===== config.mk =====
export PLATFORM = sky130hd
export DESIGN_NAME = multi_port_sync_fifo
export DESIGN_NICKNAME = d
export VERILOG_FILES = /design/src/rtl/multi_port_sync_fifo_pkg.sv /design/src/rtl/mpfifo_ptr_ctrl.sv /design/src/rtl/multi_port_sync_fifo_chk.sv /design/src/rtl/multi_port_sync_fifo.sv
export SDC_FILE = /design/constraint.sdc
export NUM_CORES = 2
export LEC_CHECK = 0
export CAP_MARGIN = 30
export CORE_MARGIN = 4
export CORE_UTILIZATION = 45
export DETAILED_ROUTE_END_ITERATION = 7
export PLACE_DENSITY_LB_ADDON = 0.15
export SYNTH_ARGS = -nofsm -noshare
export SYNTH_HDL_FRONTEND = slang
export SYNTH_SLANG_ARGS = --single-unit

===== constraint.sdc =====
create_clock -name clk -period 9.9 [get_ports clk]
set_input_delay 1.485 -clock clk [delete_from_list [all_inputs] [get_ports clk]]
set_output_delay 1.485 -clock clk [all_outputs]
set_load 0.01 [all_outputs]

===== src/rtl/multi_port_sync_fifo_pkg.sv =====
// Shared definitions for multi_port_sync_fifo: the modular pointer-advance
// helper used by both pointer controllers and the read/write index decode,
// and the error-cause encoding used by the optional request checker.
package multi_port_sync_fifo_pkg;

  // Reason a request was rejected in the error-checking build.
  typedef enum logic [1:0] {
    NONE      = 2'd0,
    OVERFLOW  = 2'd1,
    UNDERFLOW = 2'd2
  } err_cause_e;

  // Advance ptr by n entries modulo depth. Callers guarantee ptr < depth and
  // n <= depth, so a single conditional subtract is enough; this keeps
  // non-power-of-two depths exact.
  function automatic int unsigned ptr_advance(input int unsigned ptr,
                                              input int unsigned n,
                                              input int unsigned depth);
    int unsigned sum;
    sum = ptr + n;
    if (sum >= depth) begin
      return sum - depth;
    end else begin
      return sum;
    end
  endfunction

endpackage


===== src/rtl/mpfifo_ptr_ctrl.sv =====
// One circular pointer of the FIFO (head or tail). Returns to entry 0 on
// reset or flush, otherwise advances by adv_i entries modulo Depth.
module mpfifo_ptr_ctrl
  import multi_port_sync_fifo_pkg::*;
#(
  parameter int unsigned Depth    = 16,
  parameter int unsigned AdvWidth = 2,
  localparam int unsigned PtrWidth = $clog2(Depth)
) (
  input  logic                clk,
  input  logic                rst,
  input  logic                flush_i,
  input  logic [AdvWidth-1:0] adv_i,
  output logic [PtrWidth-1:0] ptr_o
);

  logic [PtrWidth-1:0] ptr_r;
  logic [PtrWidth-1:0] ptr_nxt_s;

  // Candidate next pointer: wrap-aware advance by the granted lane count.
  always_comb begin
    ptr_nxt_s = PtrWidth'(ptr_advance(32'(ptr_r), 32'(adv_i), Depth));
  end

  // Pointer register: reset beats flush, flush beats advance.
  always_ff @(posedge clk) begin
    if (rst) begin
      ptr_r <= {PtrWidth{1'b0}};
    end else if (flush_i) begin
      ptr_r <= {PtrWidth{1'b0}};
    end else begin
      ptr_r <= ptr_nxt_s;
    end
  end

  assign ptr_o = ptr_r;

endmodule


===== src/rtl/multi_port_sync_fifo_chk.sv =====
// Simulation-only request checker for the build without on-chip error
// detection: flags any push beyond free space or pop beyond occupancy.
module multi_port_sync_fifo_chk #(
  parameter int unsigned Depth     = 16,
  parameter int unsigned PushPorts = 2,
  parameter int unsigned PopPorts  = 2,
  localparam int unsigned CntWidth     = $clog2(Depth + 1),
  localparam int unsigned SumWidth     = CntWidth + 1,
  localparam int unsigned PushCntWidth = $clog2(PushPorts + 1),
  localparam int unsigned PopCntWidth  = $clog2(PopPorts + 1)
) (
  input logic                    clk,
  input logic                    rst,
  input logic                    flush_i,
  input logic [PushCntWidth-1:0] push_cnt_i,
  input logic [PopCntWidth-1:0]  pop_cnt_i,
  input logic [CntWidth-1:0]     used_cnt_i,
  input logic [CntWidth-1:0]     free_cnt_i
);

  // A push may only fill space that is free before the edge.
  property p_push_legal;
    @(posedge clk) disable iff (rst || flush_i)
      (SumWidth'(push_cnt_i) <= SumWidth'(free_cnt_i));
  endproperty

  // A pop may only take entries that are present before the edge.
  property p_pop_legal;
    @(posedge clk) disable iff (rst || flush_i)
      (SumWidth'(pop_cnt_i) <= SumWidth'(used_cnt_i));
  endproperty

  a_push_legal: assert property (p_push_legal)
    else $error("multi_port_sync_fifo: push_cnt_i exceeds free space");
  a_pop_legal: assert property (p_pop_legal)
    else $error("multi_port_sync_fifo: pop_cnt_i exceeds occupancy");

endmodule


===== src/rtl/multi_port_sync_fifo.sv =====
// Synchronous FIFO accepting up to PushPorts writes and PopPorts reads per
// cycle, any Depth >= 2. Head data is read straight out of the storage
// registers, so a word is visible the cycle after it is pushed.
// Optional feature: define MULTI_PORT_SYNC_FIFO_ERR_CHECK_EN to add the
// sticky err_o output; illegal requests are then dropped in hardware.
module multi_port_sync_fifo
  import multi_port_sync_fifo_pkg::*;
#(
  parameter int unsigned Depth     = 16,
  parameter int unsigned WordWidth = 64,
  parameter int unsigned PushPorts = 2,
  parameter int unsigned PopPorts  = 2,
  localparam int unsigned PtrWidth     = $clog2(Depth),
  localparam int unsigned CntWidth     = $clog2(Depth + 1),
  localparam int unsigned PushCntWidth = $clog2(PushPorts + 1),
  localparam int unsigned PopCntWidth  = $clog2(PopPorts + 1)
) (
  input  logic                                clk,
  input  logic                                rst,
  input  logic                                flush_i,
  input  logic [PushCntWidth-1:0]             push_cnt_i,
  input  logic [PushPorts-1:0][WordWidth-1:0] push_payload_i,
  input  logic [PopCntWidth-1:0]              pop_cnt_i,
  output logic [PopPorts-1:0][WordWidth-1:0]  pop_payload_o,
  output logic [PopPorts-1:0]                 pop_valid_o,
  output logic [CntWidth-1:0]                 used_cnt_o,
  output logic [CntWidth-1:0]                 free_cnt_o,
  output logic                                full_o,
  output logic                                empty_o
`ifdef MULTI_PORT_SYNC_FIFO_ERR_CHECK_EN
  ,
  output logic                                err_o
`endif
);

  localparam int unsigned SumWidth = CntWidth + 1;
  localparam logic [CntWidth-1:0] DepthCnt = CntWidth'(Depth);

  logic [PtrWidth-1:0]     head_ptr_s;
  logic [PtrWidth-1:0]     tail_ptr_s;
  logic [CntWidth-1:0]     used_r;
  logic [CntWidth-1:0]     free_s;
  logic [PushCntWidth-1:0] push_eff_s;
  logic [PopCntWidth-1:0]  pop_eff_s;
  logic [SumWidth-1:0]     sum_s;
  logic [CntWidth-1:0]     used_nxt_s;

  logic [WordWidth-1:0]    mem_r    [Depth];
  logic                    mem_we_s [Depth];
  logic [WordWidth-1:0]    mem_wd_s [Depth];
  logic [PtrWidth-1:0]     wr_idx_s [PushPorts];
  logic [PushPorts-1:0]    lane_en_s;
  logic [PtrWidth-1:0]     rd_idx_s [PopPorts];

  assign free_s = DepthCnt - used_r;

`ifdef MULTI_PORT_SYNC_FIFO_ERR_CHECK_EN
  logic       push_ok_s;
  logic       pop_ok_s;
  err_cause_e err_cause_s;
  logic       err_r;

  // Grant each request only if legal against pre-edge state; an illegal one
  // is dropped without blocking the other side.
  always_comb begin
    push_ok_s   = (SumWidth'(push_cnt_i) <= SumWidth'(free_s));
    pop_ok_s    = (SumWidth'(pop_cnt_i) <= SumWidth'(used_r));
    err_cause_s = NONE;
    if (!push_ok_s) begin
      err_cause_s = OVERFLOW;
    end else if (!pop_ok_s) begin
      err_cause_s = UNDERFLOW;
    end else begin
      err_cause_s = NONE;
    end
    if (rst || flush_i || !push_ok_s) begin
      push_eff_s = {PushCntWidth{1'b0}};
    end else begin
      push_eff_s = push_cnt_i;
    end
    if (rst || flush_i || !pop_ok_s) begin
      pop_eff_s = {PopCntWidth{1'b0}};
    end else begin
      pop_eff_s = pop_cnt_i;
    end
  end

  // Sticky error flag: set by any rejected request, cleared by reset or flush.
  always_ff @(posedge clk) begin
    if (rst) begin
      err_r <= 1'b0;
    end else if (flush_i) begin
      err_r <= 1'b0;
    end else if (err_cause_s != NONE) begin
      err_r <= 1'b1;
    end else begin
      err_r <= err_r;
    end
  end

  assign err_o = err_r;
`else
  // Requests are trusted; only reset and flush suppress them.
  always_comb begin
    if (rst || flush_i) begin
      push_eff_s = {PushCntWidth{1'b0}};
      pop_eff_s  = {PopCntWidth{1'b0}};
    end else begin
      push_eff_s = push_cnt_i;
      pop_eff_s  = pop_cnt_i;
    end
  end

  multi_port_sync_fifo_chk #(
    .Depth     (Depth),
    .PushPorts (PushPorts),
    .PopPorts  (PopPorts)
  ) u_chk (
    .clk        (clk),
    .rst        (rst),
    .flush_i    (flush_i),
    .push_cnt_i (push_cnt_i),
    .pop_cnt_i  (pop_cnt_i),
    .used_cnt_i (used_r),
    .free_cnt_i (free_s)
  );
`endif

  mpfifo_ptr_ctrl #(
    .Depth    (Depth),
    .AdvWidth (PopCntWidth)
  ) u_head (
    .clk     (clk),
    .rst     (rst),
    .flush_i (flush_i),
    .adv_i   (pop_eff_s),
    .ptr_o   (head_ptr_s)
  );

  mpfifo_ptr_ctrl #(
    .Depth    (Depth),
    .AdvWidth (PushCntWidth)
  ) u_tail (
    .clk     (clk),
    .rst     (rst),
    .flush_i (flush_i),
    .adv_i   (push_eff_s),
    .ptr_o   (tail_ptr_s)
  );

  // Occupancy update with one spare bit so push-then-pop never overflows.
  always_comb begin
    sum_s      = SumWidth'(used_r) + SumWidth'(push_eff_s) - SumWidth'(pop_eff_s);
    used_nxt_s = CntWidth'(sum_s);
  end

  // Occupancy register: reset and flush empty the FIFO.
  always_ff @(posedge clk) begin
    if (rst) begin
      used_r <= {CntWidth{1'b0}};
    end else if (flush_i) begin
      used_r <= {CntWidth{1'b0}};
    end else begin
      used_r <= used_nxt_s;
    end
  end

  // Map each granted push lane to its entry: tail+k, wrapping past Depth-1.
  always_comb begin
    for (int k = 0; k < PushPorts; k++) begin
      wr_idx_s[k]  = PtrWidth'(ptr_advance(32'(tail_ptr_s), k, Depth));
      lane_en_s[k] = (PushCntWidth'(k) < push_eff_s);
    end
  end

  // Per-entry write decode; lanes always target distinct entries.
  always_comb begin
    for (int e = 0; e < Depth; e++) begin
      mem_we_s[e] = 1'b0;
      mem_wd_s[e] = push_payload_i[0];
      for (int k = 0; k < PushPorts; k++) begin
        mem_we_s[e] = mem_we_s[e] | (lane_en_s[k] && (wr_idx_s[k] == PtrWidth'(e)));
        mem_wd_s[e] = (lane_en_s[k] && (wr_idx_s[k] == PtrWidth'(e))) ?
                      push_payload_i[k] : mem_wd_s[e];
      end
    end
  end

  // Payload storage: written only for pushed entries, never cleared.
  always_ff @(posedge clk) begin
    for (int e = 0; e < Depth; e++) begin
      if (mem_we_s[e]) begin
        mem_r[e] <= mem_wd_s[e];
      end
    end
  end

  // Read lanes: entry head+k straight from storage, valid while occupied.
  always_comb begin
    for (int k = 0; k < PopPorts; k++) begin
      rd_idx_s[k]      = PtrWidth'(ptr_advance(32'(head_ptr_s), k, Depth));
      pop_payload_o[k] = mem_r[rd_idx_s[k]];
      pop_valid_o[k]   = (used_r > CntWidth'(k));
    end
  end

  assign used_cnt_o = used_r;
  assign free_cnt_o = free_s;
  assign full_o     = (used_r == DepthCnt);
  assign empty_o    = (used_r == {CntWidth{1'b0}});

endmodule


==> results.rst <==
.. list-table::
   :header-rows: 1

   * - Metric
     - Value
   * - Result of the run
     - finished clean
   * - Summed instance area of the synthesized netlist
     - 59800 um^2
   * - Number of vias per cell
     - 6.68
   * - Delay contributed by the slowest stage of the critical path
     - 0.92 ns
   * - Period minus WS final
     - 6.52 ns
   * - First-pass GRT wire length
     - 281 mm
   * - Cell at the root of the clock tree
     - clkbuf_16
   * - Final Hold Violating Endpoints
     - 0
   * - Critical register-to-register path startpoint
     - u_tail.ptr_o[1]
   * - Endpoint class of the critical path
     - output port
   * - Clock transition at the registers of the reported paths
     - 0.06 ns
   * - Total number of clock tree sinks
     - 1037
   * - Largest voltage drop on the vdd net
     - 125 uV
   * - Part of the total power dissipated in the clock network
     - 41.7%
   * - Synth-to-layout area growth
     - 13.1%
   * - Post-CTS setup buffer count
     - 0
   * - Height of the chip
     - 373 um
   * - Prevailing post-synth register cell
     - edfxtp_1
   * - Total Neg Setup Slack
     - 0 ns
   * - Die area
     - 139000 um^2
   * - Critical-path cell list
     - nand3b_1, a21oi_4, buf_4, o21ai_0, nand3_1, clkdlybuf4s50_1
   * - Post-route DRC violation count
     - 0
   * - Half-perimeter wire length of the detailed placement result
     - 102 mm
   * - Clock network latency to the later pin of the worst-skew pair
     - 0.75 ns
   * - Destination of the critical timing path
     - pop_payload_o[126]
   * - Gate Count Post-Synth
     - 3652
   * - Worst setup slack after placement
     - 4.07 ns
   * - Total number of vias
     - 37189
   * - Setup slack, reg-to-reg
     - 5.94 ns
   * - Critical path startpoint category
     - register
   * - Switching share of total power
     - 22.7%
   * - Commonest cells in the synthesized netlist
     - edfxtp_1 (1024), mux2_2 (1019), mux4_2 (512), clkbuf_1 (229), nand2_1 (201)
   * - # IOs
     - 277
   * - Number of fill cells
     - 11095
   * - Post-synth EDFFs
     - 1024
   * - Per-cell routed wire length
     - 35.5 um
   * - Remaining global-route overflow
     - 0
   * - Ratio of final minimum period to clock period
     - 65.8%
   * - Total leakage power
     - 20.9 nW
   * - Classification of the worst setup path
     - register to output port
   * - Critical Path RT
     - 8.42 ns
   * - Final net count
     - 3871
   * - Setup-violating endpoint count in the final report
     - 0
   * - Fraction of final layout cells with drive strength greater than 1
     - 47.6%
   * - Switching Power
     - 2.23 mW
   * - Total of cells resized after clock tree synthesis
     - 0
   * - Register bit total from synthesis
     - 1037
   * - Number of buffers inserted by port buffering
     - 276
   * - Count of hold buffers inserted by post-cts repair
     - 0
   * - Cell with the largest stage delay on the worst path
     - buf_4
   * - Routability congestion estimate from global placement
     - 0.764
   * - Initial antenna violation count
     - 24
   * - Core ar.
     - 132000 um^2
   * - Share of the synthesized area in the top cell type
     - 51.4%
   * - Share of synthesized flip-flops with an asynchronous set or reset
     - 0%
   * - Dominant cell by count in the synthesized netlist
     - edfxtp_1
   * - First-pass iteration count of the detailed router
     - 6
   * - Fmax
     - 153 MHz
   * - Count of different cell masters after synthesis
     - 46
   * - Number of cell instances on the worst register-to-register path
     - 4
   * - Slew at the pin closest to its max-slew limit
     - 1.19 ns
   * - Arrival time worst endpoint
     - 5.03 ns
   * - Die X
     - 373 um
   * - Initial core utilization
     - 45.4%
   * - Class of the tightest hold or removal check
     - register to register
   * - Portion of the post-synthesis area used by sequential elements
     - 51.8%
   * - RSZ-0062 raised after global routing
     - false
   * - Maximum clock path buffer count
     - 3
   * - Capture point of the worst reg-to-reg path
     - mem_r[0][35]
   * - Total track usage
     - 27.8%
   * - Count of final max-slew check failures
     - 0
   * - Setup skew after layout
     - 0.0252 ns
   * - Initial detailed-routing violation count
     - 4085
   * - Total Routed Length
     - 198 mm
   * - CP startpoint
     - u_head.ptr_o[0]
   * - Worst Setup Slack, final
     - 3.38 ns
   * - Inserted Clock Buffers
     - 117
   * - Hold_sp
     - used_cnt_o[0]
   * - Biggest area consumer among synthesized cells
     - edfxtp_1
   * - Maximum number of pins on one net before global-route repair
     - 136
   * - Maximum fanout along the worst path
     - 46
   * - TritonCTS clock tree
     - done
   * - Number of placement rows
     - 133
   * - Syn Nets
     - 3807
   * - Vias in the first global route
     - 37325
   * - Most area-consuming cells after synthesis
     - edfxtp_1 (51%), mux4_2 (19%), mux2_2 (19%), a22oi_1 (1.6%), clkbuf_1 (1.4%)
   * - Share of power burned in registers
     - 49.5%
   * - Share of total power in combinational logic
     - 8.8%
   * - H-tree Lvls
     - 3
   * - Synth warnings
     - 0
   * - Remaining antenna violation count after routing
     - 0
   * - Maximum Capacitance Violations
     - 0
   * - Max_slew headroom
     - 20.6%
   * - Per-instance average area after synthesis
     - 16.4 um^2
   * - Internal Pwr Total
     - 7.61 mW
   * - Cell area power density
     - 145 nW/um^2
## registers in the layout (all words and copies together) (netlist names)
name / count
mem_r: 1024
used_cnt_o: 5
u_head.ptr_o: 4
u_tail.ptr_o: 4
## cell type report
type | instances | area [um^2] | area share [%]
antenna | 11 | 27.5 | 0.0407
clock buffer | 157 | 3180 | 4.70
clock inverter | 49 | 312 | 0.460
inverter | 14 | 52.6 | 0.0777
multi-input combinational | 2185 | 27200 | 40.1
sequential | 1037 | 31000 | 45.8
tap | 1755 | 2200 | 3.25
timing repair buffer | 361 | 3720 | 5.49
## metrics by stage
| stage | total power [mW] | std cells | cell area [um^2] | util (%) | hold slack [ns] |
|---|---|---|---|---|---|
| after floorplan | 5.49 | 3652 | 59800 | - | 0.546 |
| after global placement | 5.81 | 5337 | 63800 | 48.4 | 0.726 |
| after detailed placement | 5.82 | 5344 | 64000 | 48.5 | 0.732 |
| after CTS | 9.91 | 5550 | 67500 | 51.2 | 0.750 |
| after global routing | 10.2 | 5564 | 67700 | 51.3 | 0.784 |
| final | 9.84 | 5569 | 67700 | 51.3 | 0.733 |
## metal layers
layer | vias up | part of all wire, % | track usage (%)
li1 | 15090 | - | -
met1 | 20108 | 41 | 38.7
met2 | 1658 | 48 | 45.6
met3 | 307 | 7.6 | 4.79
met4 | 26 | 2.7 | 7.20
met5 | - | 0.091 | 0
## critical path, delay by kind of cell, from the launching register on
kind | cells | cell delay, ns
AOI/OAI and AO/OA | 2 | 1.08
buffers and inverters | 2 | 1.54
DFF | 1 | 0.85
and+or+nand+nor | 2 | 0.73
## how the worst min path moves through the flow
stage	endpoint	slack, ns	cells past startpoint
2_1_floorplan	u_tail.ptr_o[0]	0.55	2
3_3_place_gp	used_cnt_o[0]	0.73	2
3_5_place_dp	u_tail.ptr_o[2]	0.73	2
4_1_cts	u_tail.ptr_o[2]	0.75	2
5_1_grt	u_head.ptr_o[2]	0.78	3
6_report	used_cnt_o[0]	0.73	2
## power groups by stage
stage          clock network, mW  logic, mW  registers (mW)
2_1_floorplan                  0      0.533            4.96
3_3_place_gp                   0      0.848            4.96
3_5_place_dp                   0      0.855            4.96
4_1_cts                     4.18      0.860            4.87
5_1_grt                     4.37      0.923            4.87
6_report                    4.11      0.862            4.87
## cell families (layout without fill, tap and decap cells)
group                      after synthesis  count (layout)  synth area share, %
muxes                                 1536            1536                 38.5
DFF                                   1037            1037                 51.8
buffers and inverters                  430             581                 3.46
and+or+nand+nor                        342             342                 2.68
AOI/OAI and AO/OA                      275             275                 2.89
adders and majority gates               21              21                0.460
xor gates and xnor gates                11              11                0.161
other                                    0              11                    0
## layout by cell type, fill, tap and decap left out, types with 27 or more instances in the layout
cell type,n
a22oi_1,129
clkinv_1,27
mux2_2,1019
clkdlybuf4s50_1,276
buf_4,67
clkbuf_1,34
clkbuf_16,121
mux4_2,512
nand4_1,64
o21ai_0,128
nand2_1,201
edfxtp_1,1024
Power figures use the tool's default switching activity.
